===== config.mk =====
export PLATFORM = sky130hd
export DESIGN_NAME = game_sequencer_flat
export DESIGN_NICKNAME = d
export VERILOG_FILES = /design/src/rtl/game_sequencer_pkg.sv /design/src/rtl/game_sequencer_if.sv /design/src/rtl/game_sequencer_hold_timer.sv /design/src/rtl/game_sequencer.sv /design/src/flat_wrapper.sv
export SDC_FILE = /design/constraint.sdc
export NUM_CORES = 1
export LEC_CHECK = 0
export ABC_CLOCK_PERIOD_IN_PS = 1400
export BUFFER_PORTS_ARGS = -buffer_cell sky130_fd_sc_hd__clkbuf_2
export CORE_MARGIN = 1
export CORE_UTILIZATION = 53
export CTS_BUF_LIST = sky130_fd_sc_hd__clkbuf_2
export DETAILED_ROUTE_END_ITERATION = 8
export GPL_TIMING_DRIVEN = 0
export PLACE_DENSITY = 0.77
export SLEW_MARGIN = 20
export SYNTH_ARGS = -nofsm -noshare
export SYNTH_HDL_FRONTEND = slang
export SYNTH_SLANG_ARGS = --single-unit

===== constraint.sdc =====
create_clock -name clk -period 1.4 [get_ports clk]
set_input_delay 0 -clock clk [delete_from_list [all_inputs] [get_ports clk]]
set_output_delay 0 -clock clk [all_outputs]
set_load 0.01 [all_outputs]

===== src/rtl/game_sequencer_pkg.sv =====
// Shared types and defaults for the frogger round/level sequencer.
// State encodings, field widths and the car speed mapping used by the top and display path.
package game_sequencer_pkg;

  localparam int unsigned LEVEL_W = 4;
  localparam int unsigned LIVES_W = 3;
  localparam int unsigned SPEED_W = 4;
  localparam int unsigned HOLD_W  = 8;

  localparam int unsigned DEF_MAX_LEVEL   = 9;
  localparam int unsigned DEF_START_LIVES = 3;
  localparam int unsigned DEF_HOLD_FRAMES = 30;
  localparam int unsigned DEF_BASE_SPEED  = 1;
  localparam int unsigned DEF_MAX_SPEED   = 8;

  typedef enum logic [2:0] {
    ST_PLAY     = 3'd0,
    ST_DIE_HOLD = 3'd1,
    ST_WIN_HOLD = 3'd2,
    ST_RELEASE  = 3'd3,
    ST_OVER     = 3'd4
  } state_t;

  // Sum is formed one bit wider than the result so a high level cannot wrap before saturating.
  function automatic logic [SPEED_W-1:0] calc_speed(input logic [LEVEL_W-1:0] lvl,
                                                    input int unsigned base_spd,
                                                    input int unsigned max_spd);
    logic [SPEED_W:0] sum;
    sum = {1'b0, lvl} + 5'(base_spd);
    if (sum > 5'(max_spd)) begin
      return 4'(max_spd);
    end
    return sum[SPEED_W-1:0];
  endfunction

endpackage


===== src/rtl/game_sequencer_if.sv =====
// Event inputs and round/level status outputs of the sequencer.
// master drives collisions/ticks/restart; slave (the sequencer) drives status.
interface game_sequencer_if;
  import game_sequencer_pkg::*;

  logic               frame_tick;
  logic               death_collision;
  logic               win_collision;
  logic               restart_req;
  logic [LEVEL_W-1:0] level;
  logic [LIVES_W-1:0] lives;
  logic [SPEED_W-1:0] car_speed;
  logic               freeze;
  logic               round_reset;
  logic               game_over;

  modport master (
    output frame_tick, death_collision, win_collision, restart_req,
    input  level, lives, car_speed, freeze, round_reset, game_over
  );

  modport slave (
    input  frame_tick, death_collision, win_collision, restart_req,
    output level, lives, car_speed, freeze, round_reset, game_over
  );

endinterface


===== src/rtl/game_sequencer_hold_timer.sv =====
// Counts frame_tick pulses while enabled; done pulses combinationally on the HOLD_FRAMES-th tick.
// Count clears whenever disabled or on done; no backpressure.
module game_sequencer_hold_timer
  import game_sequencer_pkg::*;
#(
  parameter int unsigned HOLD_FRAMES = DEF_HOLD_FRAMES
) (
  input  logic clk,
  input  logic rst,
  input  logic en,
  input  logic frame_tick,
  output logic done
);

  localparam logic [HOLD_W-1:0] LAST = HOLD_W'(HOLD_FRAMES - 1);

  logic [HOLD_W-1:0] cnt_q;

  assign done = en && frame_tick && (cnt_q == LAST);

  always_ff @(posedge clk or posedge rst) begin
    if (rst) begin
      cnt_q <= '0;
    end else if (!en || done) begin
      cnt_q <= '0;
    end else if (frame_tick) begin
      cnt_q <= cnt_q + HOLD_W'(1);
    end
  end

endmodule


===== src/rtl/game_sequencer.sv =====
// Round/level sequencer: owns level and lives, freezes play after a death or win, then pulses round_reset.
// round_reset one cycle after the terminal hold tick; all outputs registered, no backpressure.
module game_sequencer
  import game_sequencer_pkg::*;
#(
  parameter int unsigned MAX_LEVEL   = DEF_MAX_LEVEL,
  parameter int unsigned START_LIVES = DEF_START_LIVES,
  parameter int unsigned HOLD_FRAMES = DEF_HOLD_FRAMES,
  parameter int unsigned BASE_SPEED  = DEF_BASE_SPEED,
  parameter int unsigned MAX_SPEED   = DEF_MAX_SPEED
) (
  input  logic        clk,
  input  logic        reset,
  game_sequencer_if.slave bus
);

  localparam logic [LEVEL_W-1:0] TOP_LEVEL  = LEVEL_W'(MAX_LEVEL);
  localparam logic [LIVES_W-1:0] INIT_LIVES = LIVES_W'(START_LIVES);

  state_t             state_q, state_d;
  logic [LEVEL_W-1:0] level_q, level_d;
  logic [LIVES_W-1:0] lives_q, lives_d;
  logic [SPEED_W-1:0] speed_q;
  logic               freeze_q;
  logic               round_reset_q;
  logic               game_over_q;
  logic               death_prev_q;
  logic               win_prev_q;
  logic               death_edge;
  logic               win_edge;
  logic               hold_en;
  logic               hold_done;

  assign death_edge = bus.death_collision && !death_prev_q;
  assign win_edge   = bus.win_collision && !win_prev_q;
  assign hold_en    = (state_q == ST_DIE_HOLD) || (state_q == ST_WIN_HOLD);

  game_sequencer_hold_timer #(
    .HOLD_FRAMES (HOLD_FRAMES)
  ) u_hold_timer (
    .clk        (clk),
    .rst        (reset),
    .en         (hold_en),
    .frame_tick (bus.frame_tick),
    .done       (hold_done)
  );

  always_ff @(posedge clk or posedge reset) begin
    if (reset) begin
      state_q <= ST_PLAY;
    end else begin
      state_q <= state_d;
    end
  end

  // Win outranks death in the same cycle, so a simultaneous hit costs no life.
  always_comb begin
    state_d = state_q;
    level_d = level_q;
    lives_d = lives_q;
    case (state_q)
      ST_PLAY: begin
        if (win_edge) begin
          state_d = ST_WIN_HOLD;
          level_d = (level_q == TOP_LEVEL) ? '0 : level_q + LEVEL_W'(1);
        end else if (death_edge) begin
          lives_d = lives_q - LIVES_W'(1);
          state_d = (lives_q == LIVES_W'(1)) ? ST_OVER : ST_DIE_HOLD;
        end else if (bus.restart_req) begin
          state_d = ST_RELEASE;
        end
      end
      ST_DIE_HOLD, ST_WIN_HOLD: begin
        if (hold_done) begin
          state_d = ST_RELEASE;
        end
      end
      ST_RELEASE: begin
        state_d = ST_PLAY;
      end
      ST_OVER: begin
        lives_d = '0;
        if (bus.restart_req) begin
          state_d = ST_RELEASE;
          lives_d = INIT_LIVES;
          level_d = '0;
        end
      end
      default: begin
        state_d = ST_PLAY;
      end
    endcase
  end

  // Status flags are registered from the next state so they line up with state_q.
  always_ff @(posedge clk or posedge reset) begin
    if (reset) begin
      level_q       <= '0;
      lives_q       <= INIT_LIVES;
      speed_q       <= calc_speed('0, BASE_SPEED, MAX_SPEED);
      freeze_q      <= 1'b0;
      round_reset_q <= 1'b0;
      game_over_q   <= 1'b0;
      death_prev_q  <= 1'b0;
      win_prev_q    <= 1'b0;
    end else begin
      level_q       <= level_d;
      lives_q       <= lives_d;
      speed_q       <= calc_speed(level_q, BASE_SPEED, MAX_SPEED);
      freeze_q      <= (state_d != ST_PLAY);
      round_reset_q <= (state_d == ST_RELEASE);
      game_over_q   <= (state_d == ST_OVER);
      death_prev_q  <= bus.death_collision;
      win_prev_q    <= bus.win_collision;
    end
  end

  assign bus.level       = level_q;
  assign bus.lives       = lives_q;
  assign bus.car_speed   = speed_q;
  assign bus.freeze      = freeze_q;
  assign bus.round_reset = round_reset_q;
  assign bus.game_over   = game_over_q;

endmodule


===== src/flat_wrapper.sv =====
// flat-port wrapper written by rule: the top's interface ports become plain ports
module game_sequencer_flat import game_sequencer_pkg::*;
#(
  parameter int unsigned MAX_LEVEL   = DEF_MAX_LEVEL,
  parameter int unsigned START_LIVES = DEF_START_LIVES,
  parameter int unsigned HOLD_FRAMES = DEF_HOLD_FRAMES,
  parameter int unsigned BASE_SPEED  = DEF_BASE_SPEED,
  parameter int unsigned MAX_SPEED   = DEF_MAX_SPEED
)
  (clk, reset, bus_frame_tick, bus_death_collision, bus_win_collision, bus_restart_req, bus_level, bus_lives, bus_car_speed, bus_freeze, bus_round_reset, bus_game_over);
  game_sequencer_if bus_i ();
  input  logic clk;
  input  logic reset;
  input wire logic [$bits(bus_i.frame_tick)-1:0] bus_frame_tick;
  input wire logic [$bits(bus_i.death_collision)-1:0] bus_death_collision;
  input wire logic [$bits(bus_i.win_collision)-1:0] bus_win_collision;
  input wire logic [$bits(bus_i.restart_req)-1:0] bus_restart_req;
  output wire logic [$bits(bus_i.level)-1:0] bus_level;
  output wire logic [$bits(bus_i.lives)-1:0] bus_lives;
  output wire logic [$bits(bus_i.car_speed)-1:0] bus_car_speed;
  output wire logic [$bits(bus_i.freeze)-1:0] bus_freeze;
  output wire logic [$bits(bus_i.round_reset)-1:0] bus_round_reset;
  output wire logic [$bits(bus_i.game_over)-1:0] bus_game_over;
  assign bus_i.frame_tick = bus_frame_tick;
  assign bus_i.death_collision = bus_death_collision;
  assign bus_i.win_collision = bus_win_collision;
  assign bus_i.restart_req = bus_restart_req;
  assign bus_level = bus_i.level;
  assign bus_lives = bus_i.lives;
  assign bus_car_speed = bus_i.car_speed;
  assign bus_freeze = bus_i.freeze;
  assign bus_round_reset = bus_i.round_reset;
  assign bus_game_over = bus_i.game_over;
  game_sequencer #(.MAX_LEVEL(MAX_LEVEL), .START_LIVES(START_LIVES), .HOLD_FRAMES(HOLD_FRAMES), .BASE_SPEED(BASE_SPEED), .MAX_SPEED(MAX_SPEED)) u_core (.clk(clk), .reset(reset), .bus(bus_i));
endmodule

==> metrics.cfg, run 1 <==
[run_status]
status = finished, violations left
violations = negative setup slack

[die]
start_util = 0.5733
die_x_um = 54.47
core_area_mm2 = 0.002545
chipHeight_um = 54.47
fp-row-count = 18
dieArea_mm2 = 0.002966
ios = 20

[setup_path]
critical_path_class = flip-flop to flip-flop
r2r_end = u_core.u_hold_timer.cnt_q[1]$_DFFE_PP0P_
cp-startpoint = u_core.state_q[0]$_DFF_PP0_
worstSetupStartpointType = flip-flop
reg2reg_depth = 6
crit_end = u_core.u_hold_timer.cnt_q[1]$_DFFE_PP0P_
r2r_slack_ns = -0.25
reg2reg_from = u_core.state_q[0]$_DFF_PP0_
cp_max_fo = 7
cp.arrival_ns = 1.97
crit_required_ns = 1.72
endpoint_kind = flip-flop

[route]
post_drt_wl_per_cell_um = 16.26
drc = 0
vias_per_cell = 5.771
drtPass1Iterations = 4
vias = 1258
drt_iter0_drc = 32
detail-route-antenna-nets = 0
drt-total-wl_um = 3545

[global_routing]
grt_max_degree = 28
grt_pass1_wl_um = 5313
gr-max-usage-layer = met2
grt_pass1_vias = 1201
use_met1 = 0.3038
grt_util_met3 = 0.03889
grt_overflow = 0
grt.total_usage = 0.2526
antenna_found_initial = 0
globalRouteMet2Util = 0.4370

[timing]
report.final.slew_viol_count = 0
min_period_ns = 1.654
finalWorstSetupSlack_ns = -0.2541
fmax_mhz = 604.6
skew_ns = 0.009975
hold_ws_ns = 0.08055
rsz0062_at_grt = yes
setup_viol = 20
timing.final.crit_share = 1.181
final_hold_viol_count = 0
relSlewSlack = 0.3679
tightest_slew_ns = 0.9423

[placed_design]
dp_hpwl_um = 2019
gp_congestion = 0.8477
portBuffers = 18
dpl_cell_area_mm2 = 0.001609

[logic_synthesis]
syn_inst = 147
async_flop_share = 1.000
synth_warnings = 0
synth_compound_area_frac = 0.1518
syn_area_mm2 = 0.001459
synth_top_area_frac = 0.4117
synthAdderAreaFrac = 0.06003
synth.area.top_cells = dfrtp_1 (41%), ha_1 (6.0%), dfstp_2 (5.4%), inv_1 (3.3%), a21oi_1 (3.1%)
synthFlopType = dfrtp_1
synth_top_area_cell = dfrtp_1
syn_nets = 160
synth.distinct_cells = 45
synthXorXnorAreaFrac = 0.04803
synth_area_per_cell_um2 = 9.924
synthSimpleGateAreaFrac = 0.2230
synth-seq-area-share = 0.4657
synth_edf_count = 0
synth_top_family_by_area = simple AND/OR/NAND/NOR gates
synthMuxAreaShare = 0
synth_seq_cells = 27

[clock_network]
cts-root-buf = clkbuf_2
worstSkewPairLatency_ns = 0.37
cts.clk_slew.worst_paths_ns = 0.26
numCtsBuffers = 3
cts_tree = done
cts_buffer_depth = 2
clkSinkCount = 27
h-tree-depth = 1

[cells_and_area]
nets = 202
final_util = 0.7517
final_area_mm2 = 0.001913
drive_above_1_share = 0.4149
diodes = 0
synthToLayoutAreaGrowth_pct = 31.13

[power]
leakagePower_nw = 0.8899
power_density_mw_per_mm2 = 1838
ir_drop_uv = 1316

[job]
maxCapViolCount = 0

[hold_path]
hold_path.class = primary input to flip-flop

## cells in the final DEF, fill, tap and decap left out, types with 3 or more instances in the layout
| cell | instances |
|---|---|
| nand2_1 | 12 |
| inv_1 | 9 |
| dfstp_2 | 3 |
| nand2b_1 | 4 |
| xor2_1 | 5 |
| o21ai_0 | 4 |
| a21oi_2 | 3 |
| nand3_1 | 4 |
| dlygate4sd3_1 | 4 |
| ha_1 | 6 |
| clkbuf_2 | 22 |
| buf_4 | 13 |
| buf_6 | 5 |
| dfrtp_2 | 3 |
| nor2_1 | 6 |
| inv_2 | 3 |
| dfrtp_1 | 21 |
| a21oi_1 | 6 |
## through the flow
stage	total power (W)	worst slack, ns	instances	TNS (ns)
floorplan	0.002189	-0.1266	147	-0.4246
global placement	0.002528	-0.2272	195	-1.206
detailed placement	0.002595	-0.2457	195	-1.534
CTS	0.003303	-0.2388	216	-2.547
global route	0.003719	-0.2872	218	-4.395
finish	0.003516	-0.2541	218	-3.456
## final cells by class
class	count	area, µm²
clock buffers	4	20.02
multi-input cells	103	835.8
inverters	13	48.80
repair buffers	38	265.3
fillers	192	631.9
flip-flops and latches	27	683.2
plain buffers	3	22.52
well taps	30	37.54
## where the power goes
part / switching (W) / internal, W
Combinational: 0.000998 / 0.000925
Clock: 0.000239 / 0.0000753
Sequential: 0.000231 / 0.00105
## timing repair
item / 4_1_cts / 5_1_grt
endpoints found under the hold margin: 28 / 0
pin swaps: 13 / 14
endpoints found under the setup margin: 17 / 22
hold buffers: 4 / 0
setup buffers: 14 / 2
resized for setup: 24 / 13
## Yosys cell counts, types with 2 or more instances
cell      number
dfrtp_1       24
inv_1         13
nand2_1       12
a21oi_1        9
nor2_1         9
o21ai_0        8
ha_1           7
xor2_1         5
nand2b_1       4
nand3_1        4
dfstp_2        3
nor2b_1        3
nor3_1         3
xnor2_1        3
a211oi_1       2
a21o_1         2
a31oi_1        2
and3_1         2
clkbuf_1       2
nand4_1        2
o21bai_1       2
o22ai_1        2
o31a_1         2
## worst min path at each step
stage | startpoint | to | slack [ns] | cells past startpoint
finish | bus_restart_req | u_core.bus.round_reset$_DFF_PP0_ | 0.08 | 4
global route | bus_restart_req | u_core.bus.round_reset$_DFF_PP0_ | 0.07 | 4
global placement | bus_death_collision | u_core.death_prev_q$_DFF_PP0_ | 0.15 | 1
floorplan | bus_death_collision | u_core.death_prev_q$_DFF_PP0_ | 0.03 | 0
CTS | bus_restart_req | u_core.bus.lives[0]$_DFFE_PP1P_ | 0.05 | 4
detailed placement | bus_death_collision | u_core.death_prev_q$_DFF_PP0_ | 0.15 | 1
## critical path, cell delays in order (launching register included)
cell and delay, ns:
dfrtp_2 0.50, buf_4 0.14, buf_6 0.11, xnor2_2 0.14
or2_4 0.26, or2b_4 0.31, a211oi_2 0.15
## routing by layer
metal  vias up  routed length [µm]
li1        595                   -
met1       605                1437
met2        49                1855
met3         9                 169
met4         0                  82
met5         -                   0
## cells by family after synthesis
group / count (synthesis)
AOI/OAI and AO/OA: 34
xor gates and xnor gates: 8
adders and majority gates: 7
buffers and inverters: 17
DFF: 27
and+or+nand+nor: 54
## flip-flops by register name, indices dropped and copies added, names as in the netlist
signal                     cells
u_core.bus.round_reset         1
u_core.state_q                 3
u_core.bus.level               4
u_core.death_prev_q            1
u_core.bus.freeze              1
u_core.u_hold_timer.cnt_q      8
u_core.bus.lives               3
u_core.bus.car_speed           4
u_core.bus.game_over           1
u_core.win_prev_q              1
No activity file was read; power rests on OpenSTA's default activity.
==> inputs of run 2 (changes only) <==
--- a/config.mk
+++ b/config.mk
@@ -8,11 +8,11 @@
 export ABC_CLOCK_PERIOD_IN_PS = 1400
 export BUFFER_PORTS_ARGS = -buffer_cell sky130_fd_sc_hd__clkbuf_2
 export CORE_MARGIN = 1
-export CORE_UTILIZATION = 53
+export CORE_UTILIZATION = 45
 export CTS_BUF_LIST = sky130_fd_sc_hd__clkbuf_2
 export DETAILED_ROUTE_END_ITERATION = 8
 export GPL_TIMING_DRIVEN = 0
-export PLACE_DENSITY = 0.77
+export PLACE_DENSITY = 0.67
 export SLEW_MARGIN = 20
 export SYNTH_ARGS = -nofsm -noshare
 export SYNTH_HDL_FRONTEND = slang
==> metrics.cfg, run 2 (synthesis gave the netlist of run 1 again) <==
[die]
start_util = 0.4779  ; -0.09539
fp-row-count = 20  ; +2
ios = 20  ; unchanged
die_x_um = 58.94  ; +8.2%
core_area_mm2 = 0.003053  ; +20%
dieArea_mm2 = 0.003474  ; +17%
chipHeight_um = 58.94  ; +8.2%

[setup_path]
critical_path_class = flip-flop to flip-flop
crit_chain = nor4b_4 -> nand3_2 -> or4b_4 -> a21oi_2
cpPeakStageDelay_ns = 0.51  ; about the same
cp_max_fo = 3  ; -4
cp.arrival_ns = 1.93  ; -0.04 ns
worstSetupStartpointType = flip-flop
endpoint_kind = flip-flop
crit_required_ns = 1.72  ; about the same
critPathSlowestCell = or4b_4

[clock_network]
cts_tree = done
clkSinkCount = 27  ; unchanged
numCtsBuffers = 3  ; unchanged
cts.clk_slew.worst_paths_ns = 0.28  ; +0.02 ns
worstSkewPairLatency_ns = 0.38  ; about the same
h-tree-depth = 1  ; unchanged
cts_buffer_depth = 2  ; unchanged
cts-root-buf = clkbuf_2

[timing]
relSlewSlack = 0.6155  ; +0.2475
setup_viol = 17  ; -15%
min_period_ns = 1.611  ; -0.04320 ns
skew_ns = 0.02347  ; +0.01349 ns
finalWorstSetupSlack_ns = -0.2109  ; +0.04320 ns
report.final.slew_viol_count = 0  ; unchanged
rsz0062_at_grt = yes
tightest_slew_ns = 0.5759  ; -0.3663 ns
timing.final.crit_share = 1.151  ; -0.03086
fmax_mhz = 620.8  ; +2.7%
final_hold_viol_count = 0  ; unchanged

[placed_design]
gp_congestion = 0.7661  ; -9.6%
portBuffers = 18  ; unchanged
dp_hpwl_um = 2151  ; +6.6%
pre_cts_slack_ns = -0.2713  ; -0.02561 ns

[power]
power_density_mw_per_mm2 = 1813  ; -1.3%
finalPower_w = 0.003638  ; +3.5%
ir_drop_uv = 1294  ; -1.7%
leakagePower_nw = 0.9065  ; +1.9%

[hold_path]
hold_path.class = primary input to flip-flop

[route]
drt_iter0_drc = 22  ; -31%
drc = 0  ; unchanged
post_drt_wl_per_cell_um = 14.43  ; -11%
vias_per_cell = 5.419  ; -6.1%
detail-route-antenna-nets = 0  ; unchanged
drt-total-wl_um = 3376  ; -4.8%
vias = 1268  ; +0.79%
drtPass1Iterations = 4  ; unchanged

[global_routing]
grt_pass1_wl_um = 5609  ; +5.6%
grt_overflow = 0  ; unchanged
antenna_found_initial = 0  ; unchanged
grt_pass1_vias = 1211  ; +0.83%
grt.total_usage = 0.2136  ; -0.03905
grt_max_degree = 28  ; unchanged

[job]
maxCapViolCount = 0  ; unchanged

[cells_and_area]
layout_commonest_cell = clkbuf_2
largest_reg_flops = 8  ; unchanged
synthToLayoutAreaGrowth_pct = 37.56
largest_register = u_core.u_hold_timer.cnt_q
nets = 204  ; +0.99%
diodes = 0  ; unchanged
final_util = 0.6574  ; -0.09434
drive_above_1_share = 0.4737  ; +0.05879
mostFrequentLayoutCells = clkbuf_2 (21), dfrtp_1 (19), buf_4 (15), nand2_1 (12), inv_1 (10)

[run_status]
violations = negative setup slack
status = finished, violations left

[run 2: cell type report]
| cell class | count | area (µm²) |
|---|---|---|
| multi-input cells | 103 | 884.6 |
| fillers | 235 | 1046 |
| flip-flops and latches | 27 | 685.7 |
| plain buffers | 2 | 18.77 |
| repair buffers | 41 | 291.5 |
| clock inverters | 1 | 7.507 |
| inverters | 13 | 48.80 |
| well taps | 44 | 55.05 |
| clock buffers | 3 | 15.01 |
[run 2: what timing repair did]
action / 4_1_cts / 5_1_grt
endpoints found under the setup margin: 17 / 23
gates resized for setup: 24 / 26
setup buffers: 11 / 9
hold buffers: 4 / 0
pin swaps: 13 / 18
hold endpoints to repair: 30 / 0
[run 2: metal layers]
layer	vias to the layer above	part of all wire	GRT usage
met3	8	0.031	0.04835
met1	639	0.41	0.2758
met4	0	0.019	0.05442
met2	21	0.53	0.3620
li1	600	-	-
met5	-	0	0
[run 2: power by group]
part	internal, W	total [W]	switching [W]
clock	0.0000662	0.000312	0.000245
sequential	0.00105	0.00128	0.000227
combinational	0.00102	0.00205	0.00103
[run 2: worst max-delay path, delay by kind of cell, from the launching register on]
| kind | cells | cell delay, ns |
|---|---|---|
| simple gates | 3 | 0.93 |
| flops | 1 | 0.48 |
| compound gates | 1 | 0.13 |
[run 2: metrics by stage]
| step | hold WS (ns) | area, µm² | cells | TNS [ns] |
|---|---|---|---|---|
| global route | 0.01160 | 2007 | 234 | -2.700 |
| detailed placement | 0.1475 | 1627 | 209 | -1.788 |
| floorplan | 0.03143 | 1481 | 147 | -0.4246 |
| finish | 0.03258 | 2007 | 234 | -1.790 |
| global placement | 0.1432 | 1627 | 209 | -1.244 |
| CTS | 0.01706 | 1848 | 227 | -1.581 |
[run 2: final timing paths]
path                                                                from                           endpoint  slack [ns]  cells past startpoint
worst max-delay path            u_core.u_hold_timer.cnt_q[6]$_DFFE_PP0P_   u_core.bus.round_reset$_DFF_PP0_       -0.21                      4
worst min-delay path                                     bus_restart_req    u_core.bus.lives[0]$_DFFE_PP1P_        0.03                      4
worst max register to register  u_core.u_hold_timer.cnt_q[6]$_DFFE_PP0P_   u_core.bus.round_reset$_DFF_PP0_       -0.21                      4
worst min register to register           u_core.bus.level[0]$_DFFE_PP0P_  u_core.bus.car_speed[0]$_DFF_PP1_        0.61                      2
max in group asynchronous                                          reset        u_core.state_q[1]$_DFF_PP0_        0.81                      3
min in group asynchronous                                          reset  u_core.bus.car_speed[1]$_DFF_PP0_        0.15                      3
